File: src/rtl/final_serializer.sv
`default_nettype none
// ============================================================================
// Module   : final_serializer
// Purpose  : Drains DEPTH-element signed frames one element per cycle over a
//            valid/ready stream; active + hold buffers give bubble-free streaming.
//            Optional FINAL_SER_PARITY_EN adds the serial_parity output.
// Revision : 1.0 - initial release
// ============================================================================
module final_serializer #(
  parameter int WIDTH = 16,
  parameter int DEPTH = 8
) (
  input  logic                         clk,
  input  logic                         rst,
  input  logic signed [WIDTH-1:0]      final_out [0:DEPTH-1],
  input  logic                         frame_valid,
  output logic                         frame_ready,
  output logic signed [WIDTH-1:0]      serial_out,
  output logic                         serial_valid,
  input  logic                         serial_ready,
  output logic [$clog2(DEPTH)-1:0]     serial_idx,
  output logic                         serial_last
`ifdef FINAL_SER_PARITY_EN
  ,
  output logic                         serial_parity
`endif
);

  localparam int c_IW = $clog2(DEPTH);
  localparam logic [c_IW-1:0] c_LAST = c_IW'(DEPTH - 1);

  typedef enum logic [0:0] {
    S_IDLE  = 1'b0,
    S_SHIFT = 1'b1
  } state_t;

  state_t                  r_state;
  state_t                  w_state_nxt;
  logic signed [WIDTH-1:0] r_act      [0:DEPTH-1];
  logic signed [WIDTH-1:0] r_hold     [0:DEPTH-1];
  logic signed [WIDTH-1:0] w_act_nxt  [0:DEPTH-1];
  logic                    r_hold_full;
  logic                    w_hold_full_nxt;
  logic [c_IW-1:0]         r_idx;
  logic [c_IW-1:0]         w_idx_nxt;
  logic signed [WIDTH-1:0] r_sout;
  logic                    r_last;
  logic                    w_fire;
  logic                    w_retire;
  logic                    w_accept;
  logic                    w_act_free;
  logic                    w_hold_to_act;
  logic                    w_load_act;
  logic                    w_load_hold;

  always_comb begin
    w_fire        = (r_state == S_SHIFT) && serial_ready;
    w_retire      = w_fire && (r_idx == c_LAST);
    w_accept      = frame_valid && !r_hold_full;
    w_act_free    = (r_state == S_IDLE) || w_retire;
    w_hold_to_act = w_retire && r_hold_full;
    // accept implies hold is empty, so the active path never competes with hold_to_act
    w_load_act    = w_accept && w_act_free;
    w_load_hold   = w_accept && !w_act_free;

    w_act_nxt = r_act;
    if (w_hold_to_act)
      w_act_nxt = r_hold;
    else if (w_load_act)
      w_act_nxt = final_out;

    w_state_nxt = r_state;
    if (w_hold_to_act || w_load_act)
      w_state_nxt = S_SHIFT;
    else if (w_retire)
      w_state_nxt = S_IDLE;

    w_hold_full_nxt = r_hold_full;
    if (w_hold_to_act)
      w_hold_full_nxt = 1'b0;
    else if (w_load_hold)
      w_hold_full_nxt = 1'b1;

    w_idx_nxt = r_idx;
    if (w_fire)
      w_idx_nxt = w_retire ? '0 : r_idx + c_IW'(1);
  end

  always_ff @(posedge clk) begin
    if (rst) begin
      r_state     <= S_IDLE;
      r_hold_full <= 1'b0;
      r_idx       <= '0;
      r_sout      <= '0;
      r_last      <= 1'b0;
`ifdef FINAL_SER_PARITY_EN
      serial_parity <= 1'b0;
`endif
    end else begin
      r_state     <= w_state_nxt;
      r_hold_full <= w_hold_full_nxt;
      r_idx       <= w_idx_nxt;
      r_act       <= w_act_nxt;
      if (w_load_hold)
        r_hold <= final_out;
      // output view only moves while a frame is (or becomes) active, so stalls hold it
      if (w_state_nxt == S_SHIFT) begin
        r_sout <= w_act_nxt[w_idx_nxt];
        r_last <= (w_idx_nxt == c_LAST);
`ifdef FINAL_SER_PARITY_EN
        serial_parity <= ^w_act_nxt[w_idx_nxt];
`endif
      end else begin
        r_last <= 1'b0;
      end
    end
  end

  assign frame_ready  = !r_hold_full;
  assign serial_valid = (r_state == S_SHIFT);
  assign serial_out   = r_sout;
  assign serial_idx   = r_idx;
  assign serial_last  = r_last;

endmodule
`default_nettype wire

File: config.mk
export PLATFORM = sky130hd
export DESIGN_NAME = final_serializer
export DESIGN_NICKNAME = d
export VERILOG_FILES = /design/src/rtl/final_serializer.sv
export SDC_FILE = /design/constraint.sdc
export NUM_CORES = 1
export LEC_CHECK = 0
export ABC_AREA = 1
export CORE_ASPECT_RATIO = 1.4
export CORE_UTILIZATION = 44
export DETAILED_ROUTE_END_ITERATION = 12
export GPL_TIMING_DRIVEN = 0
export SKIP_LAST_GASP = 1
export SYNTH_ARGS = -nofsm -noshare
export SYNTH_HDL_FRONTEND = slang
export SYNTH_SLANG_ARGS = --single-unit
File: constraint.sdc
create_clock -name clk -period 28.7 [get_ports clk]
set_clock_uncertainty 0.15 [all_clocks]
set_input_delay 5.74 -clock clk [delete_from_list [all_inputs] [get_ports clk]]
set_output_delay 5.74 -clock clk [all_outputs]
set_load 0.005 [all_outputs]
# == Word-level counts from Yosys, hierarchy flattened ==
# Index checks and enable logic that the tools add are counted.
# word_totals
out_inout_bits,22
register_bits,278
# op_classes
order_cmp,1
reduce_logical,13
n_mux,9
eq_ne,2
bitwise_logic,4
n_addsub,1
# ops
op,count
2-to-1 mux 128 bit,2
binary-select mux 16 bit (select 3 bit),1
2-to-1 mux 16 bit,2
"== test 3 bit, second input constant",2
logical AND 1 bit,6
2-to-1 mux 3 bit,2
">= comparator 4 bit, second input constant",1
inverter 3 -> 4 bit,1
OR reduction 2 bit,2
"adder 3 x 1 -> 3 bit, second input constant",1
inverter 1 bit,3
logical NOT 1 bit,2
logical OR 1 bit,2
2-to-1 mux 1 bit,2
AND reduction 2 bit,1

# == Logic depth before layout (Yosys ltp) ==
# Gate-level depths: netlist of run 1.
# depth
ltp_word,9
depth_mapped,15

# == Worst setup path before layout of run 1 ==
# Ideal clock, no wire load.
# synth_path
path_type,input -> register
startpoint,in serial_ready
endpoint,reg r_hold[0] (netlist name) (enable)
path_buffers,2
cell_stages,5
setup_slack_ps,9269
required_ps,27620
setup_ps,930
arrival_time_ps,18351
cell_sequence,nand3_1 -> nand2_1 -> buf_2 -> buf_2 -> nor4_1
# synth_between
elab_chain_len,6
# synth_lines
item,line_no,rtl
from (decl),20,"input logic serial_ready,"
logical AND 1 bit,57,w_fire = (r_state == S_SHIFT) && serial_ready;
logical AND 1 bit,58,w_retire = w_fire && (r_idx == c_LAST);
logical OR 1 bit,60,w_act_free = (r_state == S_IDLE) || w_retire;
logical NOT 1 bit,64,w_load_hold = w_accept && !w_act_free;
logical AND 1 bit,64,
AND reduction 2 bit (no line),--,
to (signal assigned),105,r_hold <= final_out;
to (decl),40,logic signed [WIDTH-1:0] r_hold [0:DEPTH-1];
# Every way passes these cells.
# A chain may end at the register's enable or synchronous reset.

# == Final worst setup path of run 1 ==
# layout_path
startpoint,in serial_ready
endpoint,reg r_hold[56] (netlist name) (enable)
# Same word-level chain as after synthesis.

==> results of run 1 <==
[registers in the layout (all words and copies together), names as in the netlist]
signal,count
r_act,128
serial_valid,1
serial_out,16
serial_last,1
serial_idx,3
r_hold,128
r_hold_full,1
[logic make-up (layout without fill, tap and decap cells)]
kind of cell | count (synthesis) | after routing | share of synthesized area
buf+inv | 211 | 439 | 0.0641
compound gates | 6 | 6 | 0.00368
flops | 278 | 278 | 0.598
fa+ha+maj | 2 | 2 | 0.00184
simple gates | 964 | 964 | 0.333
[worst min path at each step]
stage / start / end / slack (ps) / cells past startpoint
global placement: serial_out[13] / serial_out[13] / 290 / 2
floorplan: serial_out[0] / serial_out[0] / 300 / 2
CTS: serial_out[13] / serial_out[13] / 300 / 2
finish: serial_out[13] / serial_out[13] / 300 / 2
detailed placement: serial_out[13] / serial_out[13] / 290 / 2
global route: serial_out[13] / serial_out[13] / 320 / 2
[through the flow]
stage / cell area [um2] / setup WS [ps] / hold WS, ps
after global placement: 15600 / 579 / 294
after global routing: 16700 / 19690 / 323
after detailed placement: 15800 / 19330 / 292
after floorplan: 13600 / 9270 / 296
final: 16700 / 19890 / 304
after CTS: 16700 / 19920 / 304
[worst max-delay path, cell delays in order]
cell	delay (ps)
clkdlybuf4s50_1	500
nand3_1	180
nand2_1	170
buf_2	280
buf_2	250
nor4_2	750
buf_4	290
buf_4	160
buf_4	190
buf_4	210
buf_4	190
[final cells by class]
class | instances | area, um2 | area share
plain buffers | 88 | 409 | 0.0245
clock buffers | 39 | 806 | 0.0482
clock inverters | 16 | 106 | 0.00637
inverters | 123 | 468 | 0.0280
multi-input cells | 972 | 4600 | 0.275
flip-flops and latches | 278 | 8130 | 0.487
well taps | 385 | 482 | 0.0288
repair buffers | 173 | 1710 | 0.102
[power groups by stage]
stage          sequential [mW]  combinational (mW)  clock, mW
2_1_floorplan            0.495              0.0958          0
3_3_place_gp             0.499               0.169          0
3_5_place_dp             0.495               0.174          0
4_1_cts                  0.487               0.174      0.373
5_1_grt                  0.489               0.193      0.386
6_report                 0.487               0.175      0.367
[cells in the final DEF (no fill, tap or decap), types with 2 or more instances in the layout]
cell type	n
nand2_1	388
nand3_1	354
edfxtp_1	256
clkdlybuf4s50_1	153
inv_1	117
nor2_1	69
nand3b_1	48
clkbuf_1	43
buf_2	42
or2_0	33
and2_1	32
clkbuf_16	31
dfxtp_1	22
buf_4	21
or2_2	16
or2_1	15
clkinv_2	8
buf_1	6
clkinv_1	6
inv_2	4
buf_6	3
nor2_2	2
o21ai_2	2
nor3_1	2
ha_1	2
[routing by layer]
metal	wire length [um]	part of all wire	GRT usage	up-vias
met1	16200	0.40	0.335	5212
li1	-	-	-	5322
met4	1480	0.036	0.104	2
met5	9	0.00022	0	-
met3	2810	0.069	0.0340	74
met2	20200	0.50	0.452	414
==> impl_metrics.env, run 1 <==
export IMPL_yosysSeqAreaShare=0.598
export IMPL_cts_num_sinks=278
export IMPL_power_total_mw=1.03
export IMPL_grt_ovfl_total=0
export IMPL_worst_slew_pin_slew_ps=973
export IMPL_yosysWarnings=0
export IMPL_clk_pin_slew_ps=60
export IMPL_syn_area_um2=13600
export IMPL_antenna_found_initial=1
export IMPL_first_pass_iters=5
export IMPL_ys_flop_type="edfxtp_1"
export IMPL_place_inst=2019
export IMPL_synth_most_common_cell="nand2_1"
export IMPL_async_flop_share=0
export IMPL_p_int_mw=0.749
export IMPL_drt_wl_total_mm=40.7
export IMPL_path_max_fanout=10
export IMPL_rsz0062_at_grt="false"
export IMPL_r2r_end="r_hold[56]"
export IMPL_start_util=0.450
export IMPL_crit_path_start="serial_ready"
export IMPL_synthTopCellsByArea="edfxtp_1, nand3_1, nand2_1"
export IMPL_die_x_um=151
export IMPL_fin_crit_ps=8810
export IMPL_p_comb_frac=0.170
export IMPL_boundaryPins=154
export IMPL_worstHoldPathType="reg -> reg"
export IMPL_cts_hold_buf=0
export IMPL_max_freq_mhz=114
export IMPL_synth_edf_count=256
export IMPL_grt_pass1_wl_mm=62.3
export IMPL_synth_nets=1595
export IMPL_postLayoutCoreUtil=0.553
export IMPL_p_switching_mw=0.279
export IMPL_p_seq_frac=0.473
export IMPL_ys_seq_elements=278
export IMPL_die_h_um=210
export IMPL_wl_per_cell_um=19.6
export IMPL_num_vias=11000
export IMPL_yosysTopAreaCell="edfxtp_1"
export IMPL_period_share=0.307
export IMPL_tns_ps=0
export IMPL_clk_latency_ps=560
export IMPL_ys_top_cells_by_count="nand2_1, nand3_1, edfxtp_1"
export IMPL_p_per_area_nw_per_um2=61.6
export IMPL_ant_nets=0
export IMPL_worstSetupPathType="in -> reg"
export IMPL_netlist_area_leader_share=0.565
export IMPL_finalHoldViolations=0
export IMPL_final_cells=2074
export IMPL_crit_required_ps=28820
export IMPL_nFillCells=2818
export IMPL_cts_root_buffer="clkbuf_16"
export IMPL_drive_above_1_share=0.0823
export IMPL_syn_avg_cell_area_um2=9.31
export IMPL_r2r_start="serial_idx[0]"
export IMPL_die_area_um2=31600
export IMPL_drc=0
export IMPL_grt_max_degree=67
export IMPL_postCtsResizedCells=0
export IMPL_grt_pass1_vias=10900
export IMPL_fin_nets=1800
export IMPL_h_tree_depth=1
export IMPL_num_rows=75
export IMPL_outcome="finished, final reports clean"
export IMPL_drv_cap=0
export IMPL_place_gp_congestion=0.881
export IMPL_ys_types=31
export IMPL_cts_tree="yes"
export IMPL_post_cts_buffers=0
export IMPL_fp_coreArea_um2=30200
export IMPL_cp_end_kind="flip-flop"
export IMPL_slew_headroom=0.346
export IMPL_postSynthCellCount=1461
export IMPL_area_growth_pct=22.9
export IMPL_drt_iter0_drc=866
export IMPL_r2r_setup_slack_ps=24840
export IMPL_worstRegToRegCells=12
export IMPL_cts_path_max_buffers=3
export IMPL_cts_buffers_inserted=30
export IMPL_sw_frac_of_total=0.272
export IMPL_portBuffers=153
export IMPL_start_kind="input port"
export IMPL_dp_hpwl_mm=29.6
export IMPL_slew_viol_final=0
export IMPL_cp_arrival_ps=8930
export IMPL_routed_via_density=5.32
export IMPL_p_leak_nw=6.96
export IMPL_crit_path_end="r_hold[56]"
export IMPL_setup_violations_final=0
export IMPL_clockPowerShare=0.357
export IMPL_ir_drop_mv=0.0413
export IMPL_diodes=0
export IMPL_grtUsageTotal=0.264
Power figures use the tool's default switching activity.
==> run 2: changes to the inputs <==
==> constraint.sdc (replaced) <==
create_clock -name clk -period 8.97 [get_ports clk]
set_clock_uncertainty 0.15 [all_clocks]
set_input_delay 1.794 -clock clk [delete_from_list [all_inputs] [get_ports clk]]
set_output_delay 1.794 -clock clk [all_outputs]
set_load 0.005 [all_outputs]
==> run 2 against run 1 <==
Clock power rose to 3.0 times the previous value. Clock-buffer cell count grew 3. Combinational power rose to 3.2 times the previous value. Wire length shrank 0.10%. Via count shrank 0.28%. First-iteration DRC count grew 17%. Critical endpoint is now r_hold[116]. Highest routed layer is now met4.
==> impl_metrics.env, run 2 (synthesis gave the netlist of run 1 again) <==
export IMPL_met2_length_mm=20.5
export IMPL_start_util=0.450
export IMPL_cts_num_sinks=278
export IMPL_grt_max_degree=70
export IMPL_grt_pass1_vias=10700
export IMPL_r2r_start="serial_idx[0]"
export IMPL_setup_violations_final=0
export IMPL_cts_root_buffer="clkbuf_16"
export IMPL_worstHoldPathType="reg -> reg"
export IMPL_final_cells=2062
export IMPL_die_x_um=151
export IMPL_grt_ovfl_total=0
export IMPL_path_max_fanout=14
export IMPL_drive_above_1_share=0.0739
export IMPL_cts_path_max_buffers=3
export IMPL_layout_common_cells="nand2_1, nand3_1, edfxtp_1"
export IMPL_wl_per_cell_um=19.7
export IMPL_p_leak_nw=6.88
export IMPL_drt_iter0_drc=1010
export IMPL_boundaryPins=154
export IMPL_area_growth_pct=22.1
export IMPL_place_inst=2010
export IMPL_diodes=0
export IMPL_routed_top_layer="met4"
export IMPL_num_rows=75
export IMPL_ir_drop_mv=0.121
export IMPL_h_tree_depth=1
export IMPL_p_per_area_nw_per_um2=194
export IMPL_fin_nets=1789
export IMPL_crit_path_start="serial_ready"
export IMPL_dp_hpwl_mm=29.2
export IMPL_drc=0
export IMPL_wl_met1_mm=16.6
export IMPL_met3_wirelength_mm=2.42
export IMPL_cts_buffers_inserted=28
export IMPL_period_share=0.487
export IMPL_power_total_mw=3.22
export IMPL_clk_pin_slew_ps=60
export IMPL_routed_via_density=5.33
export IMPL_rsz0062_at_grt="false"
export IMPL_drv_cap=0
export IMPL_postCtsResizedCells=0
export IMPL_first_pass_iters=7
export IMPL_final_common_cell="nand2_1"
export IMPL_r2r_end="r_hold[116]"
export IMPL_post_cts_buffers=0
export IMPL_grtUsageTotal=0.262
export IMPL_drt_wl_total_mm=40.7
export IMPL_crit_required_ps=9080
export IMPL_cts_hold_buf=0
export IMPL_worstRegToRegCells=10
export IMPL_holdWs_ps=344
export IMPL_start_kind="input port"
export IMPL_die_h_um=210
export IMPL_portBuffers=153
export IMPL_antenna_found_initial=0
export IMPL_worst_slew_pin_slew_ps=757
export IMPL_slew_viol_final=0
export IMPL_slew_headroom=0.496
export IMPL_clk_latency_ps=560
export IMPL_fp_coreArea_um2=30200
export IMPL_cts_tree="yes"
export IMPL_r2r_setup_slack_ps=5590
export IMPL_outcome="finished, final reports clean"
export IMPL_crit_path_end="r_hold[116]"
export IMPL_cp_end_kind="flip-flop"
export IMPL_worstSetupPathType="in -> reg"
export IMPL_fin_crit_ps=4370
export IMPL_cp_arrival_ps=4480
export IMPL_grt_pass1_wl_mm=61.8
export IMPL_num_vias=11000
export IMPL_place_gp_congestion=0.841
export IMPL_max_freq_mhz=229
export IMPL_ant_nets=0
export IMPL_die_area_um2=31600
export IMPL_finalHoldViolations=0
==> run 2: cell count changes in the layout (fill, tap and decap cells not counted) <==
cell / delta
clkinvlp_4: -1
clkinv_2: -2
clkinv_1: -1
clkbuf_16: -2
inv_8: -1
nor4_4: +1
nor4_2: -1
clkbuf_8: +1
buf_4: -18
buf_6: +7
buf_8: +2
bufinv_16: -1
clkbuf_1: +4
==> run 2: stage by stage <==
step	TNS, ps	utilization	cell area [um2]	setup WS [ps]
after floorplan	0	-	13600	1960
after global placement	-182470	0.517	15600	-1430
after detailed placement	0	0.522	15800	3980
after CTS	0	0.550	16600	4580
after global routing	0	0.550	16600	4470
final	0	0.550	16600	4600
==> run 2: how the worst min path moves through the flow <==
stage               slack (ps)  cells after the start             end           start
floorplan                  300                      2   serial_out[0]   serial_out[0]
global placement           330                      2  serial_out[14]  serial_out[14]
detailed placement         330                      2  serial_out[14]  serial_out[14]
CTS                        350                      2   serial_out[1]   serial_out[1]
global route               360                      2  serial_out[10]  serial_out[10]
finish                     340                      2  serial_out[12]  serial_out[12]
==> run 2: per-layer routing <==
layer / global-route usage / up-vias
li1: - / 5312
met1: 0.339 / 5247
met2: 0.454 / 377
met3: 0.0260 / 57
met4: 0.0857 / 0
met5: 0 / -
==> run 2: area by class of cell <==
cell class | count | area, um2
Sequential cell | 278 | 8130
Multi-Input combinational cell | 972 | 4610
Fill cell | 2792 | 13600
Buffer | 88 | 409
Tap cell | 385 | 482
Clock buffer | 42 | 785
Clock inverter | 10 | 43.8
Inverter | 123 | 468
Timing Repair Buffer | 164 | 1680
==> run 2: where the power goes <==
group          switching [mW]  internal (mW)
Combinational           0.344          0.212
Clock                   0.501          0.601
Sequential             0.0352           1.52
Total                   0.881           2.34
==> run 2: critical path, stage by stage <==
cell and delay [ps]:
clkdlybuf4s50_1 500, nand3_1 180, nand2_1 210, buf_2 290, buf_2 240, nor4_4 570, buf_6 280, buf_8 190
buf_6 200
